$ cat src/rtl/booth_mul_seq_if.sv
// Handshake and adder-side bus of the sequential Booth multiplier.
// slave is the multiplier; master is whoever drives start and owns the ripple adder.
interface booth_mul_seq_if;
  logic        start;
  logic [7:0]  mcand;
  logic [7:0]  mplier;
  logic        busy;
  logic        done;
  logic [15:0] product;
  logic [7:0]  add_x;
  logic [7:0]  add_y;
  logic        add_ci;
  logic        add_en;
  logic [7:0]  add_o;

  modport slave (
    input  start, mcand, mplier, add_o,
    output busy, done, product, add_x, add_y, add_ci, add_en
  );

  modport master (
    output start, mcand, mplier, add_o,
    input  busy, done, product, add_x, add_y, add_ci, add_en
  );
endinterface

$ cat src/rtl/booth_mul_seq.sv
// Sequential 8x8 signed radix-2 Booth multiplier. It drives an external 8-bit
// ripple adder during ADD cycles and shifts {a_sgn, A, Q, q_m1} in SHIFT cycles.
// Result after 8 ADD/SHIFT pairs: 17 cycles from the sampled start to done.
module booth_mul_seq (
  input  logic clk,
  input  logic rst,
  booth_mul_seq_if.slave bus
);
  localparam logic [1:0] IDLE  = 2'd0;
  localparam logic [1:0] ADD   = 2'd1;
  localparam logic [1:0] SHIFT = 2'd2;
  localparam logic [1:0] DONE  = 2'd3;

  logic [1:0]  state;
  logic [7:0]  a, q, m;
  logic        q_m1, a_sgn;
  logic [2:0]  cnt;
  logic [15:0] product;

  logic [7:0]  add_x, add_y;
  logic        add_ci, add_en;
  logic        ovf;

  // Booth decode of {Q[0], q_m1}: 01 adds M, 10 adds ~M+1, others idle the adder
  always_comb begin
    add_x  = 8'd0;
    add_y  = 8'd0;
    add_ci = 1'b0;
    add_en = 1'b0;
    if (state == ADD) begin
      unique case ({q[0], q_m1})
        2'b01: begin add_x = a; add_y = m;  add_ci = 1'b0; add_en = 1'b1; end
        2'b10: begin add_x = a; add_y = ~m; add_ci = 1'b1; add_en = 1'b1; end
        default: ;
      endcase
    end
  end

  // Signed overflow of the 8-bit add; flips the sum's sign bit into the true sign
  // (needed when M=-128, where subtracting yields +128)
  assign ovf = (add_x[7] == add_y[7]) && (bus.add_o[7] != add_x[7]);

  // Control FSM and datapath registers
  always_ff @(posedge clk) begin
    if (rst) begin
      state   <= IDLE;
      a       <= 8'd0;
      q       <= 8'd0;
      m       <= 8'd0;
      q_m1    <= 1'b0;
      a_sgn   <= 1'b0;
      cnt     <= 3'd0;
      product <= 16'd0;
    end else begin
      case (state)
        IDLE: begin
          if (bus.start) begin
            a     <= 8'd0;
            q     <= bus.mplier;
            m     <= bus.mcand;
            q_m1  <= 1'b0;
            cnt   <= 3'd0;
            state <= ADD;
          end
        end
        ADD: begin
          if (add_en) begin
            a     <= bus.add_o;
            a_sgn <= bus.add_o[7] ^ ovf;
          end else begin
            a_sgn <= a[7];
          end
          state <= SHIFT;
        end
        SHIFT: begin
          a    <= {a_sgn, a[7:1]};
          q    <= {a[0], q[7:1]};
          q_m1 <= q[0];
          if (cnt == 3'd7) begin
            product <= {a_sgn, a, q[7:1]};
            state   <= DONE;
          end else begin
            cnt   <= cnt + 3'd1;
            state <= ADD;
          end
        end
        default: state <= IDLE;  // DONE: single-cycle pulse, start ignored
      endcase
    end
  end

  assign bus.busy    = (state == ADD) || (state == SHIFT);
  assign bus.done    = (state == DONE);
  assign bus.product = product;
  assign bus.add_x   = add_x;
  assign bus.add_y   = add_y;
  assign bus.add_ci  = add_ci;
  assign bus.add_en  = add_en;
endmodule

$ cat src/flat_wrapper.sv
// flat-port wrapper written by rule: the top's interface ports become plain ports
module booth_mul_seq_flat 
  (clk, rst, bus_start, bus_mcand, bus_mplier, bus_add_o, bus_busy, bus_done, bus_product, bus_add_x, bus_add_y, bus_add_ci, bus_add_en);
  booth_mul_seq_if bus_i ();
  input  logic clk;
  input  logic rst;
  input wire logic [$bits(bus_i.start)-1:0] bus_start;
  input wire logic [$bits(bus_i.mcand)-1:0] bus_mcand;
  input wire logic [$bits(bus_i.mplier)-1:0] bus_mplier;
  input wire logic [$bits(bus_i.add_o)-1:0] bus_add_o;
  output wire logic [$bits(bus_i.busy)-1:0] bus_busy;
  output wire logic [$bits(bus_i.done)-1:0] bus_done;
  output wire logic [$bits(bus_i.product)-1:0] bus_product;
  output wire logic [$bits(bus_i.add_x)-1:0] bus_add_x;
  output wire logic [$bits(bus_i.add_y)-1:0] bus_add_y;
  output wire logic [$bits(bus_i.add_ci)-1:0] bus_add_ci;
  output wire logic [$bits(bus_i.add_en)-1:0] bus_add_en;
  assign bus_i.start = bus_start;
  assign bus_i.mcand = bus_mcand;
  assign bus_i.mplier = bus_mplier;
  assign bus_i.add_o = bus_add_o;
  assign bus_busy = bus_i.busy;
  assign bus_done = bus_i.done;
  assign bus_product = bus_i.product;
  assign bus_add_x = bus_i.add_x;
  assign bus_add_y = bus_i.add_y;
  assign bus_add_ci = bus_i.add_ci;
  assign bus_add_en = bus_i.add_en;
  booth_mul_seq u_core (.clk(clk), .rst(rst), .bus(bus_i));
endmodule
$ cat config.mk
export PLATFORM = sky130hd
export DESIGN_NAME = booth_mul_seq_flat
export DESIGN_NICKNAME = d
export VERILOG_FILES = /design/src/rtl/booth_mul_seq_if.sv /design/src/rtl/booth_mul_seq.sv /design/src/flat_wrapper.sv
export SDC_FILE = /design/constraint.sdc
export NUM_CORES = 1
export LEC_CHECK = 0
export ABC_AREA = 1
export BUFFER_PORTS_ARGS = -buffer_cell sky130_fd_sc_hd__buf_4
export CORE_UTILIZATION = 48
export DETAILED_ROUTE_END_ITERATION = 16
export PLACE_DENSITY = 0.74
export SLEW_MARGIN = 40
export SYNTH_ARGS = -nofsm -noshare
export SYNTH_HDL_FRONTEND = slang
export SYNTH_SLANG_ARGS = --single-unit
$ cat constraint.sdc
create_clock -name clk -period 1.9 [get_ports clk]
set_clock_uncertainty 0.15 [all_clocks]
set_input_delay 0.475 -clock clk [delete_from_list [all_inputs] [get_ports clk]]
set_output_delay 0.475 -clock clk [all_outputs]
set_load 0.01 [all_outputs]
Word-level counts from Yosys, hierarchy flattened

Cells that the tools add are included.

Bits in registers: 47
Input bits: 27

Add/subtract/negate cells: 1
Equal/unequal tests: 11
Muxes and demuxes: 22
Bitwise logic cells: 2
Reductions and logical operators: 11

Operators by type and width:

| kind                  | number |
|---|---|
| $mux W8               | 6 |
| $pmux W8 S2           | 2 |
| $pmux W8 S3           | 1 |
| $not A8 Y8            | 1 |
| $eq A2 B2 Y1 const B  | 3 |
| $mux W1               | 6 |
| $mux W3               | 2 |
| $ne A2 B2 Y1 const B  | 3 |
| $pmux W2 S3           | 1 |
| $pmux W3 S2           | 1 |
| $reduce_and A2 Y1     | 3 |
| $reduce_and A3 Y1     | 2 |
| $eq A2 B1 Y1 const B  | 2 |
| $mux W2               | 2 |
| $add A3 B1 Y3 const B | 1 |
| $eq A3 B3 Y1 const B  | 1 |
| $reduce_bool A3 Y1    | 1 |
| $logic_not A2 Y1      | 1 |
| $pmux W1 S2           | 1 |
| $reduce_bool A2 Y1    | 1 |
| $reduce_or A2 Y1      | 1 |
| $eq A1 B1 Y1          | 1 |
| $logic_and A1 B1 Y1   | 1 |
| $logic_or A1 B1 Y1    | 1 |
| 2 further kinds       | 2 |

Depth between registers and ports, before layout

Depth after elaboration: 8
Gate-level depth with buffers: 9
Depth with buffers taken out: 9

Least setup slack after synthesis

OpenSTA, ideal clock, no wires.

Path type: register to output
Start point: register u_core.state[1]
End point: output port bus_add_y[0]
Arrival: 1.161 ns
Required time: 1.275 ns
Path slack: 0.114 ns
Cell stages (with the launch flop): 7
Buffers on the path: 2
Cells stage by stage: dfxtp_1 -> inv_1 -> ha_1 -> buf_4 -> buf_4 -> o21ai_0 -> a21oi_1

Word-level cells in the longest chain between the ends: 2

Ends and longest elaborated chain:

| what                   | line                | source |
|---|---|---|
| from (decl)            | booth_mul_seq.sv:14 | `logic [1:0] state;` |
| from (signal assigned) | booth_mul_seq.sv:46 | `state <= IDLE;` |
| from (signal assigned) | booth_mul_seq.sv:63 | `state <= ADD;` |
| from (signal assigned) | booth_mul_seq.sv:73 | `state <= SHIFT;` |
| $eq A2 B1 Y1           | booth_mul_seq.sv:30 | `if (state == ADD) begin` |
| $mux W8                | booth_mul_seq.sv:30 |  |
| to (decl)              | flat_wrapper.sv:15  | `output wire logic [$bits(bus_i.add_y)-1:0] bus_add_y;` |

No other way between the ends.

Worst setup path in the final report

Start point: register u_core.q_m1
End point: output port bus_add_x[2]

Word-level cells in the longest chain between the ends: 4
Elaborated cells between the ends (all ways): 5

Ends and longest elaborated chain:

| what                                                | line                | source |
|---|---|---|
| from (decl)                                         | booth_mul_seq.sv:16 | `logic q_m1, a_sgn;` |
| from (signal assigned)                              | booth_mul_seq.sv:78 | `q_m1 <= q[0];` |
| $eq A2 B1 Y1 / $eq A2 B2 Y1 (equally long branches) | booth_mul_seq.sv:31 | `unique case ({q[0], q_m1})` |
| $reduce_or A2 Y1 (no source line) *                 | n/a                 |  |
| $mux W8 *                                           | booth_mul_seq.sv:31 |  |
| $mux W8 *                                           | booth_mul_seq.sv:30 |  |
| to (decl)                                           | flat_wrapper.sv:14  | `output wire logic [$bits(bus_i.add_x)-1:0] bus_add_x;` |

Every way passes the cells marked *; elsewhere a longest branch is shown, timed or not.

==> impl_metrics.env <==
export IMPL_clk_root_buffer_cell="clkbuf_8"
export IMPL_grt_ovfl_total=0
export IMPL_hold_ws_ns=0.277
export IMPL_io_pins=63
export IMPL_firstDrtPassIters=4
export IMPL_hold_viol=0
export IMPL_hold_depth=3
export IMPL_fp_coreArea_sq_mm=0.00469
export IMPL_final_util_pct=69.5
export IMPL_dieArea_sq_mm=0.00514
export IMPL_setup_ws_ns=-0.0712
export IMPL_dr_wl_met3_microns=300
export IMPL_cellPowerDensity_mw_per_mm2=1020
export IMPL_h_tree_depth=2
export IMPL_syn_nets=364
export IMPL_ir_drop_uv=514
export IMPL_route_antenna_remaining_nets=0
export IMPL_critPathMaxFanout=5
export IMPL_setup_viol=17
export IMPL_drive_gt1_share_pct=33.7
export IMPL_cp_data_arrival_time_ns=1.35
export IMPL_die_w_microns=71.7
export IMPL_design_area_sq_mm=0.00326
export IMPL_p_leak_nw=1.46
export IMPL_reg2regPathDepth=8
export IMPL_clock_fmax_ghz=0.507
export IMPL_tightest_slew_ns=0.457
export IMPL_wl_met2_microns=2880
export IMPL_io_buffers=62
export IMPL_cts_sinks=47
export IMPL_crit_path_max_incr_delay_ns=0.38
export IMPL_vias_per_cell=5.01
export IMPL_gp_congestion=0.818
export IMPL_avgSynthCellArea_sq_um=7.11
export IMPL_clk_pin_slew_ns=0.09
export IMPL_path_buf_inv=3
export IMPL_drtIter0Drc=126
export IMPL_maxCapViolCount=0
export IMPL_n_antenna_cell=0
export IMPL_violations="setup timing"
export IMPL_cts_tree="built"
export IMPL_synth_area_sq_mm=0.00233
export IMPL_wl_met1_microns=2640
export IMPL_numCtsBuffers=5
export IMPL_place_inst=442
export IMPL_crit_family="flip-flops"
export IMPL_clockBufferDepth=2
export IMPL_n_fill_cell=400
export IMPL_hold_buffers=0
export IMPL_synth_warnings=0
export IMPL_startpoint_type="register"
export IMPL_rsz0062_at_grt="yes"
export IMPL_yosys_cell_types_count=29
export IMPL_grt_pass1_vias=2051
export IMPL_grt_max_degree=30
export IMPL_gr_usage_all_layers_pct=23.9
export IMPL_synth_seq_area_share_pct=40.3
export IMPL_cp_depth=6
export IMPL_rows=25
export IMPL_grt_pass1_wl_microns=9540
export IMPL_die_h_microns=71.7
export IMPL_status="complete, but fails checks"
export IMPL_ys_ff_latch=47
export IMPL_syn_to_final_growth_pct=39.8
export IMPL_slowest_stage="dfxtp_4"
export IMPL_min_period_ns=1.97
export IMPL_dpl_hpwl_microns=3930
export IMPL_fin_nets=441
export IMPL_totalWireLength_microns=5920
export IMPL_path_cells="inv_2, ha_4, inv_6, nand2_4, nor2_2, buf_4"
export IMPL_wl_per_cell_microns=12.9
export IMPL_hp_class="input pin to register"
export IMPL_worstSkewPairLatency_ns=0.30
export IMPL_path_class="register to output pin"
export IMPL_end_kind="output pin"
export IMPL_tns_ns=-0.806
export IMPL_fin_cells=460
export IMPL_antenna_found_initial=0
export IMPL_syn_inst=328
export IMPL_timing_slew_headroom_pct=69.5
export IMPL_drc=0
export IMPL_top_layer_used="met4"
export IMPL_finalCritPeriodShare_pct=104
export IMPL_dpl_instance_area_sq_mm=0.00287
export IMPL_vias=2305
export IMPL_critPathRequiredTime_ns=1.27
export IMPL_drv_slew=0
export IMPL_initial_utilization_pct=49.7
sequential cells by signal, summed over array words and instances, names as in the netlist:
name,count
u_core.q_m1,1
u_core.q,8
u_core.state,2
u_core.m,8
u_core.cnt,3
u_core.bus.product,16
u_core.a,8
u_core.a_sgn,1
final timing paths:
| path | startpoint | end | slack, ns |
|---|---|---|---|
| max reg2reg | u_core.state[0]$_SDFFE_PP0P_ | u_core.a[7]$_SDFFE_PP0P_ | 0.10 |
| max | u_core.q_m1$_SDFFE_PP0P_ | bus_add_x[2] | -0.07 |
| min reg2reg | u_core.q[2]$_SDFFE_PP0P_ | u_core.q[2]$_SDFFE_PP0P_ | 0.33 |
| min | bus_mcand[0] | u_core.m[0]$_SDFFE_PP0P_ | 0.28 |
per-layer routing:
metal,vias up,global-route usage [%]
met4,0,7.84
met2,66,39.4
met5,-,0
met3,8,4.64
li1,1195,-
met1,1036,31.4
final cells by class:
| class | instances | area, sq um | area share, % |
|---|---|---|---|
| clock buffer | 5 | 68.8 | 2.11 |
| multi-input combinational | 232 | 1320 | 40.5 |
| sequential | 47 | 953 | 29.2 |
| timing repair buffer | 84 | 688 | 21.1 |
| tap | 54 | 67.6 | 2.07 |
| clock inverter | 3 | 20.0 | 0.613 |
| inverter | 35 | 144 | 4.41 |
stage by stage:
step           setup slack (ns)  power (W)
6_report                -0.0712    0.00332
5_1_grt                  -0.122    0.00355
4_1_cts                 -0.0717    0.00322
3_5_place_dp             0.0303    0.00239
3_3_place_gp             0.0772    0.00237
2_1_floorplan             0.114    0.00207
where the power goes:
part / internal [W] / total (W) / switching, W
Combinational: 0.000608 / 0.00146 / 0.000850
Sequential: 0.00115 / 0.00126 / 0.000113
Clock: 0.000256 / 0.000602 / 0.000345
Total: 0.00201 / 0.00332 / 0.00131
kinds of logic after synthesis:
group | count (synthesis) | share of synthesized area (%)
buffers and inverters | 50 | 10.6
DFF | 47 | 40.3
adders and majority gates | 9 | 4.83
AOI/OAI and AO/OA | 76 | 18.5
and+or+nand+nor | 146 | 25.8
Yosys cell counts (all sizes together):
master / instances / share of area, %
a211oi: 8 / 2.8
a21boi: 8 / 2.6
a21oi: 18 / 3.9
a31oi: 1 / 0.27
and2: 1 / 0.27
buf: 14 / 4.6
clkbuf: 1 / 0.16
clkinv: 1 / 0.38
dfxtp: 47 / 40
ha: 9 / 4.8
inv: 34 / 5.5
nand2: 79 / 14
nand3: 4 / 1.6
nand4: 1 / 0.27
nor2: 61 / 9.9
o21ai: 40 / 8.7
o22ai: 1 / 0.27
worst register-to-register path: stages, from the launching register on:
cell and delay, ns:
dfxtp_4 0.37, inv_1 0.20, ha_4 0.22, inv_1 0.07
buf_4 0.16, nand3_2 0.09, nand3_4 0.16, o21ai_0 0.22
nor2_1 0.06
placed cells by master, fill, tap and decap left out, types with 2 or more instances in the layout:
master,synthesis,layout
nor2_4,0,5
buf_4,5,71
nand2_4,0,2
nand2_8,1,2
nand2_1,75,73
clkbuf_8,0,5
a21oi_1,18,16
dfxtp_1,47,43
buf_6,4,12
o21ai_0,35,27
o21ai_2,1,4
nor2_2,1,3
dfxtp_4,0,3
inv_2,1,7
a21oi_2,0,2
o21ai_1,4,8
a21boi_0,8,8
nand2_2,3,3
ha_1,9,4
inv_1,33,25
clkinvlp_4,0,2
a211oi_1,7,7
nor2_1,60,53
ha_4,0,5
nand3_2,1,2
repair_timing:
action | 4_1_cts | 5_1_grt
setup endpoints to repair | 20 | 24
cloned | 2 | 0
pin swaps | 0 | 4
setup buffers | 6 | 2
gates resized for setup | 47 | 26
(Power assumes the default switching activity.)
